<file path="src/rtl/key_event_framer.sv">
// key_event_framer
//   Queues front-panel key press/release events and serialises each one to
//   uart_tx as a 3-byte ASCII frame: 'P'/'R', '0'..'7', EOL_CHAR.
//
// Ports
//   clk, reset       clock, asynchronous active-low reset
//   pos_tick         one-cycle press strobe
//   neg_tick         one-cycle release strobe (press wins if both are high)
//   kcode[2:0]       key code, valid with either tick
//   tx_done          uart_tx byte-complete pulse
//   din_rdy          one-cycle load strobe to uart_tx
//   din_byte[7:0]    byte to transmit, held from din_rdy until tx_done
//   busy             FSM not IDLE
//   fifo_count       events queued (the event being sent is not counted)
//   overflow         sticky; an event was dropped because the FIFO was full
module key_event_framer #(
  parameter int          DEPTH_LOG2 = 3,
  parameter logic [7:0]  EOL_CHAR   = 8'h0D
) (
  input  logic                  clk,
  input  logic                  reset,
  input  logic                  pos_tick,
  input  logic                  neg_tick,
  input  logic [2:0]            kcode,
  input  logic                  tx_done,
  output logic                  din_rdy,
  output logic [7:0]            din_byte,
  output logic                  busy,
  output logic [DEPTH_LOG2:0]   fifo_count,
  output logic                  overflow
);

  localparam int DEPTH = 1 << DEPTH_LOG2;
  localparam logic [DEPTH_LOG2:0] DEPTH_CNT = {1'b1, {DEPTH_LOG2{1'b0}}};

  typedef struct packed {
    logic       press;
    logic [2:0] code;
  } key_ev_t;

  typedef enum logic [2:0] {
    IDLE, SEND_TYPE, WAIT_TYPE, SEND_CODE, WAIT_CODE, SEND_EOL, WAIT_EOL
  } state_t;

  state_t                 state, state_nxt;
  key_ev_t                mem [DEPTH];
  key_ev_t                wr_ev, ev_q;
  logic [DEPTH_LOG2-1:0]  wr_ptr, rd_ptr;
  logic                   wr_req, wr_en, rd_en, full;
  logic [7:0]             type_byte, code_byte;

  // Press has priority, so a simultaneous press/release is one event.
  assign wr_req = pos_tick | neg_tick;
  assign wr_ev  = {pos_tick, kcode};
  assign full   = (fifo_count == DEPTH_CNT);
  // Only IDLE pops, so a read implies the FIFO is non-empty.
  assign rd_en  = (state == IDLE) && (fifo_count != '0);
  // When full, a write is still accepted if the head leaves the same cycle.
  assign wr_en  = wr_req && (!full || rd_en);

  always_ff @(posedge clk) begin
    if (wr_en) mem[wr_ptr] <= wr_ev;
  end

  always_ff @(posedge clk or negedge reset) begin
    if (!reset) begin
      wr_ptr     <= '0;
      rd_ptr     <= '0;
      fifo_count <= '0;
      overflow   <= 1'b0;
      ev_q       <= '0;
    end else begin
      if (wr_en) wr_ptr <= wr_ptr + 1'b1;
      if (rd_en) begin
        rd_ptr <= rd_ptr + 1'b1;
        ev_q   <= mem[rd_ptr];
      end
      case ({wr_en, rd_en})
        2'b10:   fifo_count <= fifo_count + 1'b1;
        2'b01:   fifo_count <= fifo_count - 1'b1;
        default: fifo_count <= fifo_count;
      endcase
      if (wr_req && !wr_en) overflow <= 1'b1;
    end
  end

  assign type_byte = ev_q.press ? 8'h50 : 8'h52;
  assign code_byte = 8'h30 + {5'b0, ev_q.code};

  always_ff @(posedge clk or negedge reset) begin
    if (!reset) state <= IDLE;
    else        state <= state_nxt;
  end

  always_comb begin
    state_nxt = state;
    din_rdy   = 1'b0;
    din_byte  = 8'h00;
    case (state)
      IDLE:      if (rd_en) state_nxt = SEND_TYPE;
      SEND_TYPE: begin din_rdy = 1'b1; din_byte = type_byte; state_nxt = WAIT_TYPE; end
      WAIT_TYPE: begin din_byte = type_byte; if (tx_done) state_nxt = SEND_CODE; end
      SEND_CODE: begin din_rdy = 1'b1; din_byte = code_byte; state_nxt = WAIT_CODE; end
      WAIT_CODE: begin din_byte = code_byte; if (tx_done) state_nxt = SEND_EOL; end
      SEND_EOL:  begin din_rdy = 1'b1; din_byte = EOL_CHAR;  state_nxt = WAIT_EOL; end
      WAIT_EOL:  begin din_byte = EOL_CHAR;  if (tx_done) state_nxt = IDLE; end
      default:   state_nxt = IDLE;
    endcase
  end

  assign busy = (state != IDLE);

endmodule
</file>
<file path="config.mk">
export PLATFORM = sky130hd
export DESIGN_NAME = key_event_framer
export DESIGN_NICKNAME = d
export VERILOG_FILES = /design/src/rtl/key_event_framer.sv
export SDC_FILE = /design/constraint.sdc
export NUM_CORES = 1
export LEC_CHECK = 0
export CAP_MARGIN = 10
export CORE_AREA = 2 2 89 74
export DETAILED_ROUTE_END_ITERATION = 8
export DIE_AREA = 0 0 91 76
export PLACE_DENSITY = 0.68
export SYNTH_ARGS = -nofsm -noshare
export SYNTH_HDL_FRONTEND = slang
export SYNTH_SLANG_ARGS = --single-unit
</file>
<file path="constraint.sdc">
create_clock -name clk -period 2.9 [get_ports clk]
set_input_delay 0.58 -clock clk [delete_from_list [all_inputs] [get_ports clk]]
set_output_delay 0.58 -clock clk [all_outputs]
set_load 0.01 [all_outputs]
</file>
Word level (Yosys, flattened, before mapping)
Memory sizes are Yosys's and may differ from the RTL's. A register that Yosys moved wholly into a read port is not among the register bits.
Index checks and enable logic that the tools add are counted.
{"block": "totals", "reg_bits": 14, "ram_bits": 32, "output_inout_bits": 15, "mem_count": 1}
{"block": "op_classes", "add_sub_neg": 5, "n_eq_ne": 13, "n_mux": 11, "bitwise_logic": 1, "reduce_logical": 16}
{"name": "mem", "words": 8, "word_bits": 4, "rd": 1, "rd_ports_with_merged_regs": 1, "wr": 1, "line_no": "46", "source": "key_ev_t mem [DEPTH];"}
{"operator": "$pmux 3 s7", "n": 1}
{"operator": "$pmux 7 s3", "n": 1}
{"operator": "$mux 3", "n": 4}
{"operator": "$eq 3x3->1 const B", "n": 3}
{"operator": "$ne 2x2->1 const B", "n": 4}
{"operator": "$pmux 4 s2", "n": 1}
{"operator": "$add 6x3->7 const A", "n": 1}
{"operator": "$add 3x1->3 const B", "n": 2}
{"operator": "$eq 3x2->1 const B", "n": 2}
{"operator": "$reduce_or 2->1", "n": 3}
{"operator": "$add 4x1->4 const B", "n": 1}
{"operator": "$eq 4x4->1 const B", "n": 1}
{"operator": "$reduce_and 4->1", "n": 1}
{"operator": "$reduce_bool 4->1", "n": 1}
{"operator": "$sub 4x1->4 const B", "n": 1}
{"operator": "$eq 3x1->1 const B", "n": 1}
{"operator": "$logic_and 1x1->1", "n": 3}
{"operator": "$logic_not 1->1", "n": 3}
{"operator": "$logic_not 3->1", "n": 1}
{"operator": "$mux 1", "n": 3}
{"operator": "$reduce_bool 3->1", "n": 1}
{"operator": "$reduce_or 3->1", "n": 1}
{"operator": "$eq 2x1->1 const B", "n": 1}
{"operator": "$eq 2x2->1 const B", "n": 1}
{"operator": "other kinds (4)", "n": 4}

Longest topological paths before layout
Gate-level depths: netlist of run 1.
{"block": "depth", "depth_word": 6, "mapped_depth": 9, "depth_no_buf": 8}

Worst setup path before layout of run 1
No wires, ideal clock.
{"block": "synth_path", "kind": "in2reg", "startpoint": "input neg_tick", "endpoint": "register fifo_count[1]", "arrival_ps": 2179, "required_ps": 2810, "setup_slack_ps": 631, "path_stages": 8, "path_buffers": 1, "path_cell_list": "or2_2 -> clkbuf_1 -> nor3_4 -> inv_1 -> fa_1 -> nor3_1 -> a21oi_1 -> o221ai_1"}
{"block": "synth_between", "elab_chain_cells": 4, "elab_cells_between_ends": 6, "cone_classes": "2 x eq/ne; 1 x mux; 1 x bitwise; 2 x reduce/logical"}
{"element": "start: declaration", "line_no": "23", "source": "input logic neg_tick,"}
{"element": "$or 1x1->1 (*)", "line_no": "53", "source": "assign wr_req = pos_tick | neg_tick;"}
{"element": "$logic_and 1x1->1 (*)", "line_no": "59", "source": "assign wr_en = wr_req && (!full || rd_en);"}
{"element": "$eq 2x1->1 or $eq 2x2->1 (tied branches)", "line_no": "78", "source": "case ({wr_en, rd_en})"}
{"element": "$pmux 4 s2 or $reduce_bool 2->1 (tied branches)"}
{"element": "end signal: assignment", "line_no": "79", "source": "2'b10: fifo_count <= fifo_count + 1'b1;"}
{"element": "end signal: assignment", "line_no": "80", "source": "2'b01: fifo_count <= fifo_count - 1'b1;"}
{"element": "end signal: assignment", "line_no": "81", "source": "default: fifo_count <= fifo_count;"}
{"element": "end: declaration", "line_no": "29", "source": "output logic [DEPTH_LOG2:0] fifo_count,"}
Every way passes the cells marked *; elsewhere a longest branch is shown, timed or not.
A chain may end at the register's enable or synchronous reset.

Final worst setup path of run 1
{"block": "layout_path", "startpoint": "register state[1]", "endpoint": "output din_byte[1]"}
{"block": "layout_between", "elab_chain_cells": 3, "elab_cells_between_ends": 10, "cone_classes": "6 x eq/ne; 1 x mux; 3 x reduce/logical"}
{"element": "start: declaration", "line_no": "45", "source": "state_t state, state_nxt;"}
{"element": "start signal: assignment", "line_no": "92", "source": "else state <= state_nxt;"}
{"element": "$eq 3x3->1 (tied with other cells)", "line_no": "99", "source": "case (state)"}
{"element": "$reduce_or 2->1 (no source line)"}
{"element": "$pmux 7 s3 (*)", "line_no": "99"}
{"element": "end: declaration", "line_no": "27", "source": "output logic [7:0] din_byte,"}
Marks and branches as above.

==> metrics.txt, run 1 <==
# TYPE chip_impl_metric gauge
chip_impl_metric{name="clock_path_buffers",unit=""} 2
chip_impl_metric{name="critical_path_arrival",unit="ns"} 1.91
chip_impl_metric{name="drt-wirelength-per-cell",unit="um"} 14.14
chip_impl_metric{name="drt_drc_violations_left",unit=""} 0
chip_impl_metric{name="timing.final.crit_share",unit="%"} 85.79
chip_impl_metric{name="worst-path-max-fanout",unit=""} 11
chip_impl_metric{name="cts_buffers",unit=""} 5
chip_impl_metric{name="synthDistinctLibCells",unit=""} 42
chip_impl_metric{name="synth.mux.area_fraction",unit="%"} 9.888
chip_impl_metric{name="floorplan.rows",unit=""} 26
chip_impl_metric{name="yosys.area_share.simple",unit="%"} 12.35
chip_impl_metric{name="grt_pass1_wl",unit="um"} 6817
chip_impl_metric{name="vias",unit=""} 1385
chip_impl_info{name="dominant_combinational_cell_family_by_area_after_synthesis",value="simple AND/OR/NAND/NOR gates"} 1
chip_impl_metric{name="layout.cells.non_filler",unit=""} 284
chip_impl_metric{name="cts_hold_repair.buffers",unit=""} 0
chip_impl_metric{name="final_layout_size_suffix_gt1_share",unit="%"} 15.50
chip_impl_metric{name="port_buffers",unit=""} 21
chip_impl_info{name="status",value="complete, no violations"} 1
chip_impl_metric{name="antenna_found_initial",unit=""} 0
chip_impl_metric{name="max_freq",unit="MHz"} 401.9
chip_impl_metric{name="final_layout_setup_total_negative_slack",unit="ns"} 0
chip_impl_metric{name="cts_h_tree_depth",unit=""} 2
chip_impl_info{name="path_class",value="reg2out"} 1
chip_impl_metric{name="grt_use_met3",unit="%"} 2.868
chip_impl_info{name="worstSetupEndpointType",value="output pin"} 1
chip_impl_metric{name="synthArstFlopShare",unit="%"} 36.00
chip_impl_metric{name="number_of_global_route_vias_before_repair",unit=""} 1404
chip_impl_metric{name="footprint_of_the_flip_flops_and_latches",unit="um^2"} 1411
chip_impl_info{name="cts_tree",value="yes"} 1
chip_impl_metric{name="worst-slew-pin-transition",unit="ns"} 0.8213
chip_impl_metric{name="worst_hold_slack",unit="ns"} 0.4792
chip_impl_metric{name="global_route.usage.total",unit="%"} 12.74
chip_impl_metric{name="io_pins",unit=""} 23
chip_impl_metric{name="synthesized_instance_count",unit=""} 174
chip_impl_metric{name="ant_nets",unit=""} 0
chip_impl_metric{name="multi_input_area",unit="um^2"} 832.0
chip_impl_metric{name="ctsResizeCount",unit=""} 0
chip_impl_metric{name="place.detailed.instances",unit=""} 276
chip_impl_metric{name="clock_sinks",unit=""} 50
chip_impl_metric{name="fraction_of_the_mapped_netlist_area_in_compound_gates",unit="%"} 6.788
chip_impl_info{name="grt_setup_unrepaired",value="false"} 1
chip_impl_metric{name="timing.final.hold_violations",unit=""} 0
chip_impl_metric{name="worst_ir_drop_vdd",unit="uV"} 442.1
chip_impl_metric{name="die_x",unit="um"} 91
chip_impl_metric{name="num-fill-cells",unit=""} 583
chip_impl_metric{name="max_slew_margin",unit="%"} 45.07
chip_impl_metric{name="design.die.area",unit="um^2"} 6916
chip_impl_metric{name="drt_iter0_markers",unit=""} 81
chip_impl_metric{name="flop_and_latch_count_out_of_synthesis",unit=""} 50
chip_impl_metric{name="clock_latency",unit="ns"} 0.30
chip_impl_metric{name="detail_route.vias_per_cell",unit=""} 4.877
chip_impl_metric{name="synthAdderAreaFrac",unit="%"} 2.993
chip_impl_metric{name="final_net_count",unit=""} 212
chip_impl_metric{name="skew",unit="ns"} 0.01024
chip_impl_metric{name="clk_pin_slew",unit="ns"} 0.08
chip_impl_metric{name="final_max_slew_viol_count",unit=""} 0
chip_impl_metric{name="fp.dieH",unit="um"} 76
chip_impl_metric{name="fin_ws",unit="ns"} 0.4120
chip_impl_metric{name="cp.required",unit="ns"} 2.32
chip_impl_metric{name="grt_start_max_net_pins",unit=""} 19
chip_impl_metric{name="grtUsageMet1",unit="%"} 16.89
chip_impl_metric{name="netlist_area",unit="um^2"} 2341
chip_impl_metric{name="routed_wirelength",unit="um"} 4016
chip_impl_metric{name="final-setup-viol-count",unit=""} 0
chip_impl_info{name="global_route.peak_usage_layer",value="met2"} 1
chip_impl_info{name="clock-root-buffer",value="clkbuf_8"} 1
chip_impl_metric{name="max-cap-violations",unit=""} 0
chip_impl_metric{name="yosys_warnings",unit=""} 0
chip_impl_metric{name="grt_met2_usage",unit="%"} 19.78
chip_impl_metric{name="synth.net_count",unit=""} 187
chip_impl_info{name="startpoint_type",value="register"} 1
chip_impl_metric{name="leakage_power_summed_over_all_cells",unit="nW"} 1.029
chip_impl_metric{name="min_period",unit="ns"} 2.488
chip_impl_metric{name="power_per_cell_area",unit="nW/um^2"} 1076
chip_impl_metric{name="finalWeightedCongestion",unit=""} 0.8124
chip_impl_info{name="worst_hold_path_type",value="reg2reg"} 1
chip_impl_metric{name="syn2layout_area_growth",unit="%"} 17.00
chip_impl_metric{name="avgSynthCellArea",unit="um^2"} 13.45
chip_impl_metric{name="drt_pre_antenna_iters",unit=""} 4
chip_impl_metric{name="place.detailed.hpwl",unit="um"} 2969
chip_impl_metric{name="number_of_antenna_repair_diodes",unit=""} 0
chip_impl_metric{name="post_cts.repair.setup_buffers",unit=""} 0
chip_impl_metric{name="synth_sequential_area_ratio",unit="%"} 60.29
chip_impl_info{name="postSynth.topFlopCell",value="edfxtp_1"} 1
chip_impl_metric{name="number_of_enable_type_register_cells_in_the_synthesized_netlist",unit=""} 32
chip_impl_metric{name="core_region_area",unit="um^2"} 6116
chip_impl_metric{name="starting_density",unit="%"} 38.28
chip_impl_metric{name="grt_remaining_overflow",unit=""} 0
chip_impl_metric{name="detailedPlace.worstSlack",unit="ns"} 0.1679
chip_impl_metric{name="synth_xor_area_share",unit="%"} 3.367
-- stage by stage --
stage | power (W) | util [%] | instance area, um^2
4_1_cts | 0.002980 | 44.78 | 2739
6_report | 0.002947 | 44.78 | 2739
3_3_place_gp | 0.002531 | 43.31 | 2649
2_1_floorplan | 0.002112 | - | 2341
3_5_place_dp | 0.002571 | 43.31 | 2649
5_1_grt | 0.003179 | 44.78 | 2739
-- cell usage after synthesis (2+ instances only) --
cell	n	share of area (%)
ha_1	4	2.1
xor2_1	3	1.1
buf_1	2	0.32
dfrtp_1	18	19
edfxtp_1	32	41
nor3_4	2	1.4
nor3_1	6	1.3
nand3_1	2	0.43
nor2_1	11	1.8
xnor2_1	6	2.2
o21ai_0	10	2.1
nand2b_1	3	0.80
nand2_1	18	2.9
mux4_2	8	7.7
buf_4	2	0.64
inv_1	11	1.8
mux2i_1	4	1.7
a21oi_1	7	1.5
buf_2	2	0.43
-- cell usage in the layout (no fill, tap or decap), drive strengths merged, types with 2 or more instances in the layout --
cell type and n:
nor2 11, ha 4, edfxtp 32, mux4 8, inv 12, nand2 18, mux2i 4, nor3 8
nand3 2, o21ai 10, nor4 2, a21oi 9, clkdlybuf4s50 21, xor2 3, xnor2 6, nand2b 3
buf 6, dfrtp 18, clkbuf 8
-- area by class of cell --
class | instances | share of cell area (%)
Timing Repair Buffer | 27 | 9.319
Tap cell | 84 | 3.837
Inverter | 12 | 1.645
Clock buffer | 8 | 3.289
Sequential cell | 50 | 51.53
Multi-Input combinational cell | 103 | 30.38
-- cell families (layout without fill, tap and decap cells) --
logic type      count (synthesis)  in the layout
other cells                     1              1
flops                          50             50
compound gates                 25             25
mux                            13             13
buf+inv                        21             47
xor+xnor                        9              9
fa+ha+maj                       5              5
simple gates                   50             50
-- where the power goes --
part | switching, W | internal (W) | total [W]
clock network | 0.000218 | 0.000195 | 0.000413
logic | 0.000570 | 0.000678 | 0.00125
registers | 0.000291 | 0.000995 | 0.00129
total | 0.00108 | 0.00187 | 0.00295
-- final timing paths --
check	from	endpoint	slack, ns	depth (start not counted)
worst max-delay path	state[1]	din_byte[1]	0.41	4
worst min-delay path	ev_q[1]	ev_q[1]	0.48	2
worst max register to register	state[2]	fifo_count[1]	0.45	8
worst min register to register	ev_q[1]	ev_q[1]	0.48	2
max in group asynchronous	reset	ev_q[3]	1.64	1
min in group asynchronous	reset	overflow	0.74	1
-- sequential cells by signal, indices dropped and copies added, names as in the netlist --
name,flops
mem,32
fifo_count,4
rd_ptr,3
ev_q,4
overflow,1
wr_ptr,3
state,3
-- routing by layer --
metal  vias up  routed length [um]
li1        676                   -
met1       658                1893
met2        44                1764
met3         7                 268
met4         0                  89
met5         -                   0
-- critical path, stage by stage, from the launching register on --
cell	delay (ns)
dfrtp_1	0.56
xor2_1	0.22
nand2b_1	0.11
o22ai_1	0.16
clkdlybuf4s50_1	0.56
No activity file was read; power rests on OpenSTA's default activity.
==> inputs of run 2 (changes only) <==
--- a/config.mk
+++ b/config.mk
@@ -9,7 +9,7 @@
 export CORE_AREA = 2 2 89 74
 export DETAILED_ROUTE_END_ITERATION = 8
 export DIE_AREA = 0 0 91 76
-export PLACE_DENSITY = 0.68
+export PLACE_DENSITY = 0.7
 export SYNTH_ARGS = -nofsm -noshare
 export SYNTH_HDL_FRONTEND = slang
 export SYNTH_SLANG_ARGS = --single-unit
==> constraint.sdc (replaced) <==
create_clock -name clk -period 2 [get_ports clk]
set_input_delay 0.4 -clock clk [delete_from_list [all_inputs] [get_ports clk]]
set_output_delay 0.4 -clock clk [all_outputs]
set_load 0.01 [all_outputs]
==> run 2 against run 1 <==
The run now ends with negative setup slack left. Combinational power is 98% higher. Cell area is 12% higher. Clock-buffer cell count stayed put. Global-route usage is 1.4 points higher. Critical path type is now reg2reg. Highest routed layer unchanged.
==> metrics.txt, run 2 (synthesis gave the netlist of run 1 again) <==
# TYPE chip_impl_metric gauge
chip_impl_info{name="status",value="finished, violations left"} 1
chip_impl_info{name="violations_in_the_final_reports",value="negative setup slack"} 1
chip_impl_metric{name="clock_path_buffers",unit=""} 2
chip_impl_metric{name="placedInstanceArea",unit="um^2"} 2839
chip_impl_metric{name="number_of_antenna_repair_diodes",unit=""} 0
chip_impl_metric{name="core_region_area",unit="um^2"} 6116
chip_impl_metric{name="num-fill-cells",unit=""} 545
chip_impl_metric{name="final_max_slew_viol_count",unit=""} 0
chip_impl_metric{name="antenna_found_initial",unit=""} 0
chip_impl_metric{name="starting_density",unit="%"} 38.28
chip_impl_metric{name="number_of_global_route_vias_before_repair",unit=""} 1571
chip_impl_metric{name="finalWeightedCongestion",unit=""} 0.8143
chip_impl_info{name="clock-root-buffer",value="clkbuf_8"} 1
chip_impl_metric{name="final_util",unit="%"} 50.29
chip_impl_metric{name="drt-wirelength-per-cell",unit="um"} 14.48
chip_impl_metric{name="cp.required",unit="ns"} 2.22
chip_impl_metric{name="syn2layout_area_growth",unit="%"} 31.37
chip_impl_metric{name="worst-path-max-fanout",unit=""} 3
chip_impl_info{name="cts_tree",value="yes"} 1
chip_impl_metric{name="critical_path_arrival",unit="ns"} 2.25
chip_impl_metric{name="clock_latency",unit="ns"} 0.30
chip_impl_metric{name="max_freq",unit="MHz"} 490.6
chip_impl_info{name="worst_hold_path_type",value="in2async"} 1
chip_impl_metric{name="ant_nets",unit=""} 0
chip_impl_metric{name="leakage_power_summed_over_all_cells",unit="nW"} 1.249
chip_impl_metric{name="power_per_cell_area",unit="nW/um^2"} 1557
chip_impl_metric{name="final_design_area_no_fill",unit="um^2"} 3075
chip_impl_metric{name="fin_ws",unit="ns"} -0.03842
chip_impl_metric{name="cts_buffers",unit=""} 5
chip_impl_metric{name="grt_pass1_wl",unit="um"} 7741
chip_impl_metric{name="clock_sinks",unit=""} 50
chip_impl_info{name="regMostFlops",value="mem"} 1
chip_impl_info{name="grt_setup_unrepaired",value="true"} 1
chip_impl_metric{name="clk_pin_slew",unit="ns"} 0.09
chip_impl_metric{name="skew",unit="ns"} 0.01045
chip_impl_metric{name="place.detailed.hpwl",unit="um"} 3268
chip_impl_metric{name="io_pins",unit=""} 23
chip_impl_metric{name="cts_hold_repair.buffers",unit=""} 0
chip_impl_metric{name="max-cap-violations",unit=""} 0
chip_impl_info{name="layout.cells.most_common",value="buf_4"} 1
chip_impl_metric{name="final-setup-viol-count",unit=""} 1
chip_impl_metric{name="drt_pre_antenna_iters",unit=""} 4
chip_impl_metric{name="final_layout_setup_total_negative_slack",unit="ns"} -0.03842
chip_impl_info{name="path_class",value="reg2reg"} 1
chip_impl_metric{name="drt_drc_violations_left",unit=""} 0
chip_impl_metric{name="final_net_count",unit=""} 247
chip_impl_info{name="biggestRegsByFlops",value="mem (32), ev_q (4), fifo_count (4)"} 1
chip_impl_info{name="worstSetupEndpointType",value="register"} 1
chip_impl_info{name="most_frequent_cells_in_the_layout",value="buf_4 (38), edfxtp_1 (32), nand2_1 (17)"} 1
chip_impl_metric{name="design.die.area",unit="um^2"} 6916
chip_impl_metric{name="grt_remaining_overflow",unit=""} 0
chip_impl_metric{name="final_layout_size_suffix_gt1_share",unit="%"} 36.60
chip_impl_metric{name="timing.final.crit_share",unit="%"} 101.9
chip_impl_metric{name="min_period",unit="ns"} 2.038
chip_impl_metric{name="global_route.usage.total",unit="%"} 14.18
chip_impl_metric{name="routed_wirelength",unit="um"} 4618
chip_impl_metric{name="grt_start_max_net_pins",unit=""} 19
chip_impl_metric{name="port_buffers",unit=""} 21
chip_impl_metric{name="fp.dieH",unit="um"} 76
chip_impl_metric{name="worst_ir_drop_vdd",unit="uV"} 485.7
chip_impl_metric{name="detail_route.vias_per_cell",unit=""} 4.812
chip_impl_metric{name="worst_hold_slack",unit="ns"} 0.4272
chip_impl_metric{name="vias",unit=""} 1535
chip_impl_info{name="startpoint_type",value="register"} 1
chip_impl_metric{name="die_x",unit="um"} 91
chip_impl_metric{name="floorplan.rows",unit=""} 26
chip_impl_metric{name="timing.final.hold_violations",unit=""} 0
chip_impl_metric{name="cts_h_tree_depth",unit=""} 2
chip_impl_metric{name="drt_iter0_markers",unit=""} 68
chip_impl_metric{name="flip_flop_count_of_the_largest_register_after_layout",unit=""} 32
chip_impl_metric{name="design_power_total",unit="W"} 0.004787
run 2: stage by stage:
step	std cells	worst slack (ns)
after floorplan	174	-0.06858
after global routing	319	-0.1476
after detailed placement	301	-0.4665
final	319	-0.03842
after CTS	317	-0.07218
after global placement	301	-0.4041
run 2: path summary, 6_finish.rpt:
kind,endpoint,depth (start not counted),from,slack (ns)
setup / recovery,fifo_count[1],9,state[0],-0.04
hold / removal,state[2],2,reset,0.43
setup reg to reg,fifo_count[1],9,state[0],-0.04
hold reg to reg,overflow,1,overflow,0.48
max in group asynchronous,state[0],2,reset,1.36
min in group clk,overflow,1,overflow,0.48
run 2: report_power, final:
part | switching [W] | internal (W)
Combinational | 0.00118 | 0.00130
Clock | 0.000311 | 0.000283
Sequential | 0.000271 | 0.00145
Total | 0.00176 | 0.00303
run 2: layer usage:
layer	routed length [um]	up-vias	track usage, %
met1	2202	757	19.72
li1	-	744	-
met3	123	3	2.770
met2	2273	31	23.11
met4	18	0	3.485
met5	0	-	0
run 2: worst max-delay path, stage by stage, from the launching register on:
cell and delay, ns:
dfrtp_2 0.44, buf_6 0.13, nor3_4 0.18, inv_4 0.06
nor3_4 0.18, inv_1 0.09, fa_1 0.48, nor3_2 0.18
a21oi_1 0.06, o221ai_1 0.16
run 2: area by class of cell:
type	instances	area, um^2	area share, %
Timing Repair Buffer	62	516.7	16.80
Clock buffer	8	90.09	2.929
Inverter	12	47.55	1.546
Sequential cell	50	1415	46.01
Tap cell	84	105.1	3.417
Multi-Input combinational cell	103	900.9	29.29
run 2: timing repair:
| action | in CTS | in global routing |
|---|---|---|
| setup buffers | 8 | 2 |
| pin swaps | 5 | 3 |
| resized for setup | 29 | 14 |
| endpoints found under the setup margin | 15 | 28 |
